**config.mk**
```make
export PLATFORM = sky130hd
export DESIGN_NAME = led_column_reader
export DESIGN_NICKNAME = d
export VERILOG_FILES = /design/src/rtl/led_band_pkg.sv /design/src/rtl/led_shift_out.sv /design/src/rtl/led_column_reader.sv
export SDC_FILE = /design/constraint.sdc
export NUM_CORES = 1
export LEC_CHECK = 0
export CORE_MARGIN = 2
export CORE_UTILIZATION = 35
export DETAILED_ROUTE_END_ITERATION = 10
export DONT_BUFFER_PORTS = 1
export PLACE_DENSITY = 0.57
export SLEW_MARGIN = 15
export SYNTH_ARGS = -nofsm -noshare
export SYNTH_HDL_FRONTEND = slang
export SYNTH_SLANG_ARGS = --single-unit
```
**constraint.sdc**
```tcl
create_clock -name clk -period 2.4 [get_ports clk]
set_input_delay 0.48 -clock clk [delete_from_list [all_inputs] [get_ports clk]]
set_output_delay 0.48 -clock clk [all_outputs]
set_load 0.005 [all_outputs]
```
**src/rtl/led_band_pkg.sv**
```systemverilog
// Shared constants and state type for the LED band cylinder memory, its writer,
// the angle tracker and the column reader.
package led_band_pkg;

    localparam int R_ADDR_WIDTH = 15;
    localparam int R_DATA_WIDTH = 8;
    localparam int COL_BYTES    = 48;
    localparam int N_COLS       = 288;
    localparam int COL_W        = 9;
    localparam int BYTE_CNT_W   = $clog2(COL_BYTES);

    typedef enum logic [1:0] {IDLE, FETCH, SHIFT, LATCH} col_rd_state_t;

    // First byte address of a column; 287*48+47 fits R_ADDR_WIDTH, so no overflow.
    function automatic logic [R_ADDR_WIDTH-1:0] col_base(input logic [COL_W-1:0] idx);
        return R_ADDR_WIDTH'(idx) * R_ADDR_WIDTH'(COL_BYTES);
    endfunction

endpackage

```
**src/rtl/led_shift_out.sv**
```systemverilog
// Byte serialiser: holding register, MSB-first shift register and a two-phase
// sclk generator (phase0 presents sdo, phase1 raises sclk).
module led_shift_out
    import led_band_pkg::*;
(
    input  logic                    clk,
    input  logic                    rst,
    input  logic                    i_load,
    input  logic                    i_shift_en,
    input  logic                    i_last,
    input  logic [R_DATA_WIDTH-1:0] i_byte,
    output logic                    o_sdo,
    output logic                    o_sclk,
    output logic                    o_byte_done,
    output logic                    o_prefetch_req
);

    localparam int BIT_W = $clog2(R_DATA_WIDTH);
    localparam logic [BIT_W-1:0] LAST_BIT = BIT_W'(R_DATA_WIDTH - 1);

    logic [R_DATA_WIDTH-1:0] r_shift;
    logic [R_DATA_WIDTH-1:0] r_hold;
    logic [BIT_W-1:0]        r_bit;
    logic                    r_phase;
    logic                    r_sdo;
    logic                    r_sclk;
    logic                    r_hold_we;

    // Next byte is requested while its predecessor's second bit is on the pins.
    assign o_prefetch_req = i_shift_en && !r_phase && (r_bit == BIT_W'(1)) && !i_last;
    assign o_byte_done    = i_shift_en && r_phase && (r_bit == LAST_BIT);
    assign o_sdo          = r_sdo;
    assign o_sclk         = r_sclk;

    // NOTE: every register uses <= so all of them sample pre-edge values.
    always_ff @(posedge clk or posedge rst) begin
        if (rst) begin
            r_shift   <= '0;
            r_hold    <= '0;
            r_bit     <= '0;
            r_phase   <= 1'b0;
            r_sdo     <= 1'b0;
            r_sclk    <= 1'b0;
            r_hold_we <= 1'b0;
        end else begin
            r_hold_we <= o_prefetch_req;
            if (r_hold_we) begin
                r_hold <= i_byte;
            end
            if (i_load) begin
                r_shift <= i_byte;
                r_sdo   <= i_byte[R_DATA_WIDTH-1];
                r_sclk  <= 1'b0;
                r_phase <= 1'b0;
                r_bit   <= '0;
            end else if (i_shift_en) begin
                if (!r_phase) begin
                    r_sclk  <= 1'b1;
                    r_phase <= 1'b1;
                end else begin
                    r_sclk  <= 1'b0;
                    r_phase <= 1'b0;
                    if (r_bit == LAST_BIT) begin
                        r_bit   <= '0;
                        r_shift <= r_hold;
                        r_sdo   <= i_last ? 1'b0 : r_hold[R_DATA_WIDTH-1];
                    end else begin
                        r_bit   <= r_bit + BIT_W'(1);
                        r_shift <= {r_shift[R_DATA_WIDTH-2:0], 1'b0};
                        r_sdo   <= r_shift[R_DATA_WIDTH-2];
                    end
                end
            end else begin
                r_sdo   <= 1'b0;
                r_sclk  <= 1'b0;
                r_phase <= 1'b0;
                r_bit   <= '0;
            end
        end
    end

endmodule

```
**src/rtl/led_column_reader.sv**
```systemverilog
// Column reader: on col_start fetches one column from the cylinder memory and
// streams it to the LED drivers, then pulses lat.
module led_column_reader
    import led_band_pkg::*;
(
    input  logic                    clk,
    input  logic                    rst,
    input  logic                    col_start,
    input  logic [COL_W-1:0]        col_idx,
    output logic                    read,
    output logic [R_ADDR_WIDTH-1:0] r_addr,
    input  logic [R_DATA_WIDTH-1:0] r_data,
    output logic                    sdo,
    output logic                    sclk,
    output logic                    lat,
    output logic                    busy,
    output logic                    err
);

    col_rd_state_t           r_state;
    col_rd_state_t           w_next;
    logic [R_ADDR_WIDTH-1:0] r_base;
    logic [R_ADDR_WIDTH-1:0] r_addr_q;
    logic [R_ADDR_WIDTH-1:0] w_addr;
    logic [BYTE_CNT_W-1:0]   r_byte_cnt;
    logic                    r_lat;
    logic                    w_idx_ok;
    logic                    w_accept;
    logic                    w_load;
    logic                    w_shift_en;
    logic                    w_last;
    logic                    w_byte_done;
    logic                    w_prefetch;

    assign w_idx_ok = col_idx < COL_W'(N_COLS);
    assign w_accept = !rst && col_start && (r_state == IDLE) && w_idx_ok;
    assign w_last   = r_byte_cnt == BYTE_CNT_W'(COL_BYTES - 1);

    // The first byte is requested in the accept cycle so the memory latency hides in FETCH.
    assign w_addr = w_accept   ? col_base(col_idx) :
                    w_prefetch ? r_base + R_ADDR_WIDTH'(r_byte_cnt) + R_ADDR_WIDTH'(1) :
                                 r_addr_q;

    assign read   = w_accept || w_prefetch;
    assign r_addr = w_addr;
    assign busy   = (r_state != IDLE);
    assign err    = !rst && col_start && ((r_state != IDLE) || !w_idx_ok);
    assign lat    = r_lat;

    // NOTE: defaults first so every path assigns every output and no latch is inferred.
    always_comb begin
        w_next     = r_state;
        w_load     = 1'b0;
        w_shift_en = 1'b0;
        case (r_state)
            IDLE:  if (w_accept) w_next = FETCH;
            FETCH: begin
                w_load = 1'b1;
                w_next = SHIFT;
            end
            SHIFT: begin
                w_shift_en = 1'b1;
                if (w_byte_done && w_last) w_next = LATCH;
            end
            LATCH: w_next = IDLE;
            default: w_next = IDLE;
        endcase
    end

    always_ff @(posedge clk or posedge rst) begin
        if (rst) begin
            r_state    <= IDLE;
            r_base     <= '0;
            r_addr_q   <= '0;
            r_byte_cnt <= '0;
            r_lat      <= 1'b0;
        end else begin
            r_state <= w_next;
            r_lat   <= (w_next == LATCH);
            if (read) begin
                r_addr_q <= w_addr;
            end
            if (w_accept) begin
                r_base <= col_base(col_idx);
            end
            if (r_state == IDLE) begin
                r_byte_cnt <= '0;
            end else if (w_byte_done && !w_last) begin
                r_byte_cnt <= r_byte_cnt + BYTE_CNT_W'(1);
            end
        end
    end

    led_shift_out u_shift_out (
        .clk            (clk),
        .rst            (rst),
        .i_load         (w_load),
        .i_shift_en     (w_shift_en),
        .i_last         (w_last),
        .i_byte         (r_data),
        .o_sdo          (sdo),
        .o_sclk         (sclk),
        .o_byte_done    (w_byte_done),
        .o_prefetch_req (w_prefetch)
    );

endmodule

```
# Word-level counts from Yosys, hierarchy flattened
# Cells that the tools add are included.
# word_totals
reg_bits	56
latch_bits	0
mem_bits_rw	0
rom_bits	0
inputBits	20
output_inout_bits	21
wordCells	73
n_memories	0
# op_classes
n_addsub	4
n_mul	1
n_div	0
order_cmp	1
eq_ne	8
shift	0
n_mux	25
bitwise_logic	0
n_reduce_logical	23
# ops
operator	n
15-bit 2-to-1 mux	2
7-bit 2-to-1 mux	4
15-bit by 1-bit adder with 15-bit output, second input constant	1
15-bit by 6-bit adder with 15-bit output	1
3-bit 2-to-1 mux	4
6-bit 2-to-1 mux	2
1-bit logical AND	11
9-bit by 2-bit multiplier with 11-bit output, second input constant	1
1-bit 2-to-1 mux	10
9-bit less-than comparator, second input constant	1
2-bit case mux with 4 select lines	1
2-bit nonzero test	4
6-bit by 1-bit adder with 6-bit output, second input constant	1
2-bit equality test, second input constant	3
6-bit equality test, second input constant	1
1-bit logical NOT	4
2-bit 2-to-1 mux	2
3-bit by 1-bit adder with 3-bit output, second input constant	1
3-bit by 1-bit equality test with 1-bit output, second input constant	1
3-bit equality test, second input constant	1
3-bit by 2-bit inequality test with 1-bit output, second input constant	1
2-bit by 1-bit equality test with 1-bit output, second input constant	1
2-bit logical NOT	1
1-bit logical OR	2
2-bit AND reduction	1

# Longest topological paths before layout
# depth
ltp_word	8
depth_mapped	9
depth_no_buf	8

# Modules after synthesis
# Synthesis repeated with hierarchy kept, for this count alone.
# unflattened
cells_unflattened	352
area_unflattened_um2	3397.0
# modules_own_cells
module	instances	cells_each	area_per_inst_um2	seq_area_each_um2
led_column_reader	1	257	2326.0	875.8
led_shift_out	1	95	1071.0	525.5

# Worst setup path after synthesis
# No wires, ideal clock.
# synth_path
path_type	input to output
start	input rst
end	output err
arrival_time_ps	2011
required_time_ps	1920
slack_ps	-91
path_stages	2
n_path_buf	0
path_cell_list	inv_1 -> o311a_1
# synth_between
elab_chain_len	3
# synth_rtl
element	line	text
from (decl)	led_column_reader.sv:7	input logic rst,
1-bit logical NOT (no line)	n/a	
1-bit logical AND (2 in series)	led_column_reader.sv:47	assign err = !rst && col_start && ((r_state != IDLE) || !w_idx_ok);
to (decl)	led_column_reader.sv:17	output logic err
# Every way passes these cells.

# Final worst setup path
# layout_path
start	register r_byte_cnt[5]
end	output r_addr[13]
# layout_between
elab_chain_len	5
elab_cells_between_ends	7
classes_between	add/sub (2); eq/ne (1); mux (2); reduce/logical (2)
# layout_rtl
element	line	text
from (decl)	led_column_reader.sv:25	logic [BYTE_CNT_W-1:0] r_byte_cnt;
from (signal assigned)	led_column_reader.sv:89	r_byte_cnt <= r_byte_cnt + BYTE_CNT_W'(1);
parallel branches: the longest is 3 deep, another holds 15-bit by 6-bit adder with 15-bit output	n/a	
15-bit 2-to-1 mux *	led_column_reader.sv:41	w_prefetch ? r_base + R_ADDR_WIDTH'(r_byte_cnt) + R_ADDR_WIDTH'(1) :
15-bit 2-to-1 mux *	led_column_reader.sv:40	assign w_addr = w_accept ? col_base(col_idx) :
to (decl)	led_column_reader.sv:11	output logic [R_ADDR_WIDTH-1:0] r_addr,
# Every way passes the cells marked *.

==> impl_metrics.py <==
metrics = {
    "global_routing": {
        "grt-ovfl-total": 0,
        "vias_in_the_first_global_route": 2840,
        "global_route.usage.total_pct": 16.2,
        "antenna_violations_before_repair": 0,
        "global_route_wire_length_before_repair_mm": 13.8,
        "largest_net_degree_at_the_start_of_global_routing": 57,
    },
    "sta": {
        "final.period_utilization_pct": 109,
        "timing.final.max_slew_violations": 0,
        "slew_worst_pin_ns": 0.726,
        "slew_headroom_pct": 51.6,
        "setup_viol": 15,
        "post-route-min-period_ns": 2.62,
        "grt_setup_unrepaired": "yes",
        "finClkSkew_ns": 0.0104,
        "min_setup_slack_post_route_ns": -0.217,
        "fin_hold_ws_ns": 0.259,
        "max_clk_rate_mhz": 382,
        "final_hold_viol_count": 0,
    },
    "pwr": {
        "leakagePower_nw": 1.92,
        "max-vdd-ir-drop_uv": 335,
        "pwr_density_cell_nw_per_um2": 463,
        "design_power_total_w": 0.00206,
    },
    "floorplanning": {
        "io_pins": 41,
        "core_region_area_um2": 9680,
        "die_width_um": 103,
        "start_util_pct": 35.7,
        "row_count": 36,
        "die_area_um2": 10700,
        "chipHeight_um": 103,
    },
    "clock_network": {
        "worst_skew_pair.late_latency_ns": 0.31,
        "ctsRootBufferMaster": "sky130_fd_sc_hd__clkbuf_8",
        "clock_sinks": 56,
        "post_cts_hold_buffer_count": 0,
        "tritoncts_clock_tree": "yes",
        "cts-buffers-inserted": 5,
        "cts.reportedPaths.clkPinSlew_ns": 0.11,
        "htreeDepth": 2,
        "cts_buffer_depth": 2,
    },
    "drt": {
        "drt_iter0_drc": 76,
        "routed_via_density": 5.23,
        "drc": 0,
        "drt_first_pass_iters": 4,
        "via_count": 2870,
        "final_antenna_net_count": 0,
        "routed_wl_mm": 8.71,
        "wl_per_cell_um": 15.9,
    },
    "setup_path": {
        "critical-path-max-stage-delay_ns": 0.42,
        "timing.rr.end": "r_base[7]",
        "r2r_cells": 10,
        "crit_fanout": 4,
        "worst-endpoint-arrival_ns": 2.14,
        "worstSetupStartpointType": "flip-flop",
        "critPathRequiredTime_ns": 1.92,
        "slowest_stage": "sky130_fd_sc_hd__dfrtp_1",
        "r2r-start": "r_state[1]",
        "timing.setup.critical_path_class": "reg2out",
        "crit_path_end_kind": "primary output",
        "timing.reg2reg.setup_slack_ns": 0.33,
        "cp_cell_sequence": "ha_4 -> and4_4 -> a211oi_4 -> or3_1 -> a31o_2 -> o211ai_1",
    },
    "outcome": {
        "failed_checks": "setup timing",
        "run_status": "finished, violations left",
    },
    "worst_hold_path": {
        "hp-class": "in2async",
    },
    "final_layout": {
        "stdcell_area_um2": 4450,
        "flow.area_growth_from_synthesis_pct": 28.7,
        "num-nets-final": 457,
        "final_core_utilization_pct": 46.0,
        "drive_gt1_share_pct": 30.3,
        "diodes_inserted": 0,
    },
    "run": {
        "maxCapViolCount": 0,
    },
    "synthesis": {
        "synth.ff_latch_count": 56,
        "total_of_warnings_raised_by_yosys": 0,
        "ys_dominant_reg_cell": "sky130_fd_sc_hd__dfrtp_1",
        "synthCells": 365,
        "synth_nets": 407,
        "synth_area_um2": 3460,
        "netlist-cell-type-count": 54,
        "post_synth.cell_area_avg_um2": 9.48,
        "ys_async_sr_fraction_pct": 100,
        "synth_enable_flop_cells": 0,
        "synth-seq-area-share_pct": 40.5,
    },
    "placement": {
        "detailed_place_hpwl_mm": 5.68,
        "port_buffers": 0,
        "placed_instance_area_um2": 3830,
        "gp_congestion": 0.750,
    },
}
[layout by cell type, fill, tap and decap left out, types with 4 or more instances in the layout]
cell type / count
sky130_fd_sc_hd__nand3_1: 10
sky130_fd_sc_hd__o21ai_0: 19
sky130_fd_sc_hd__clkbuf_8: 5
sky130_fd_sc_hd__inv_1: 9
sky130_fd_sc_hd__mux2i_1: 12
sky130_fd_sc_hd__a211oi_2: 5
sky130_fd_sc_hd__nand2b_1: 4
sky130_fd_sc_hd__o211ai_1: 4
sky130_fd_sc_hd__a21o_1: 4
sky130_fd_sc_hd__xnor2_1: 10
sky130_fd_sc_hd__a211oi_1: 5
sky130_fd_sc_hd__nand2_1: 26
sky130_fd_sc_hd__buf_4: 49
sky130_fd_sc_hd__nor2_1: 43
sky130_fd_sc_hd__mux2_2: 8
sky130_fd_sc_hd__ha_1: 17
sky130_fd_sc_hd__dfrtp_1: 56
sky130_fd_sc_hd__xor2_1: 7
sky130_fd_sc_hd__a31oi_1: 7
sky130_fd_sc_hd__a21oi_1: 10
sky130_fd_sc_hd__buf_6: 7
sky130_fd_sc_hd__o22ai_1: 6
[registers in the layout, summed over array words and instances (netlist names)]
register and cells:
r_addr_q 15, r_base 11, u_shift_out.r_hold 8, u_shift_out.r_shift 7
r_byte_cnt 6, u_shift_out.r_bit 3, r_state 2, lat 1
u_shift_out.o_sdo 1, u_shift_out.r_hold_we 1, u_shift_out.r_phase 1
[worst max-delay path, delay by kind of cell, from the launching register on]
kind	cells	cell delay, ns
simple gates	2	0.54
compound gates	3	0.56
flops	1	0.42
fa+ha+maj	1	0.30
[per-layer routing]
| layer | routed length, um | global-route usage, % | vias to the layer above |
|---|---|---|---|
| li1 | - | - | 1413 |
| met1 | 3960 | 22.4 | 1401 |
| met2 | 4260 | 26.6 | 50 |
| met3 | 402 | 3.70 | 6 |
| met4 | 88 | 2.53 | 0 |
| met5 | 0 | 0 | - |
[cells in the mapped netlist, drive strengths merged, types with 2 or more instances]
library cell	n	area, um^2
o311ai	2	17.5
and4	2	17.5
xor2	7	61.3
ha	21	263
mux2i	13	130
buf	11	71.3
o31ai	3	22.5
a211oi	11	82.6
a22o	2	17.5
nand2	27	101
a21o	4	30.0
clkbuf	7	26.3
a31oi	8	56.3
and2	3	18.8
nor2b	3	18.8
nand4	4	40.0
nand3	13	70.1
o22ai	7	43.8
nand2b	5	31.3
or3	3	18.8
o211ai	4	30.0
o21ai	27	146
inv	14	52.6
dfrtp	56	1400
or2	2	12.5
a21oi	13	65.1
nor3	5	30.0
xnor2	10	87.6
a211o	3	26.3
and3	6	37.5
nor2	47	176
mux2	8	90.1
a311o	2	20.0
[metrics by stage]
| step | cells | setup slack [ns] | TNS (ns) |
|---|---|---|---|
| after floorplan | 365 | 0.0902 | 0 |
| after global placement | 517 | 0.0155 | 0 |
| after detailed placement | 517 | -0.0414 | -0.0458 |
| after CTS | 542 | -0.226 | -1.42 |
| after global routing | 549 | -0.310 | -3.18 |
| final | 549 | -0.217 | -1.51 |
[logic make-up after synthesis]
logic type / count (synthesis) / synth area share, %
AND/OR/NAND/NOR: 124 / 17.9
AO/OA/AOI/OAI: 93 / 18.4
flip-flops: 56 / 40.5
buffers and inverters: 32 / 4.34
adder cells (fa/ha/maj): 22 / 8.17
multiplexers: 21 / 6.37
XOR/XNOR: 17 / 4.30
[worst max path at each step]
stage / start / to / slack, ns / cells past startpoint
floorplan: r_state[0] / r_addr[8] / 0.09 / 9
CTS: r_base[5] / r_addr[13] / -0.23 / 6
finish: r_byte_cnt[5] / r_addr[13] / -0.22 / 6
global placement: col_idx[1] / r_addr[14] / 0.02 / 7
detailed placement: col_idx[1] / r_addr[14] / -0.04 / 7
global route: r_byte_cnt[0] / r_addr[12] / -0.31 / 7
[final cells by class]
cell class                 count  area (um^2)
clock buffer                   5         68.8
clock inverter                 3         90.1
fill                         909         5230
inverter                      14         66.3
multi-input combinational    278         2120
sequential                    56         1400
tap                          133          166
timing repair buffer          60          539
[timing repair]
| action | 4_1_cts | 5_1_grt |
|---|---|---|
| setup endpoints to repair | 15 | 16 |
| endpoints found under the hold margin | 0 | 0 |
| gates cloned | 2 | 0 |
| buffers inserted | 15 | 8 |
| gates resized for setup | 47 | 16 |
| pin swaps | 16 | 10 |
[where the power goes]
group          switching [W]  internal [W]  leakage, nW  total, W
logic               0.000119     0.0000907         1.14  0.000210
clock network       0.000329      0.000522       0.0784  0.000851
registers          0.0000240      0.000975        0.705  0.000999
Note: power is estimated with default switching activity, not from simulation.
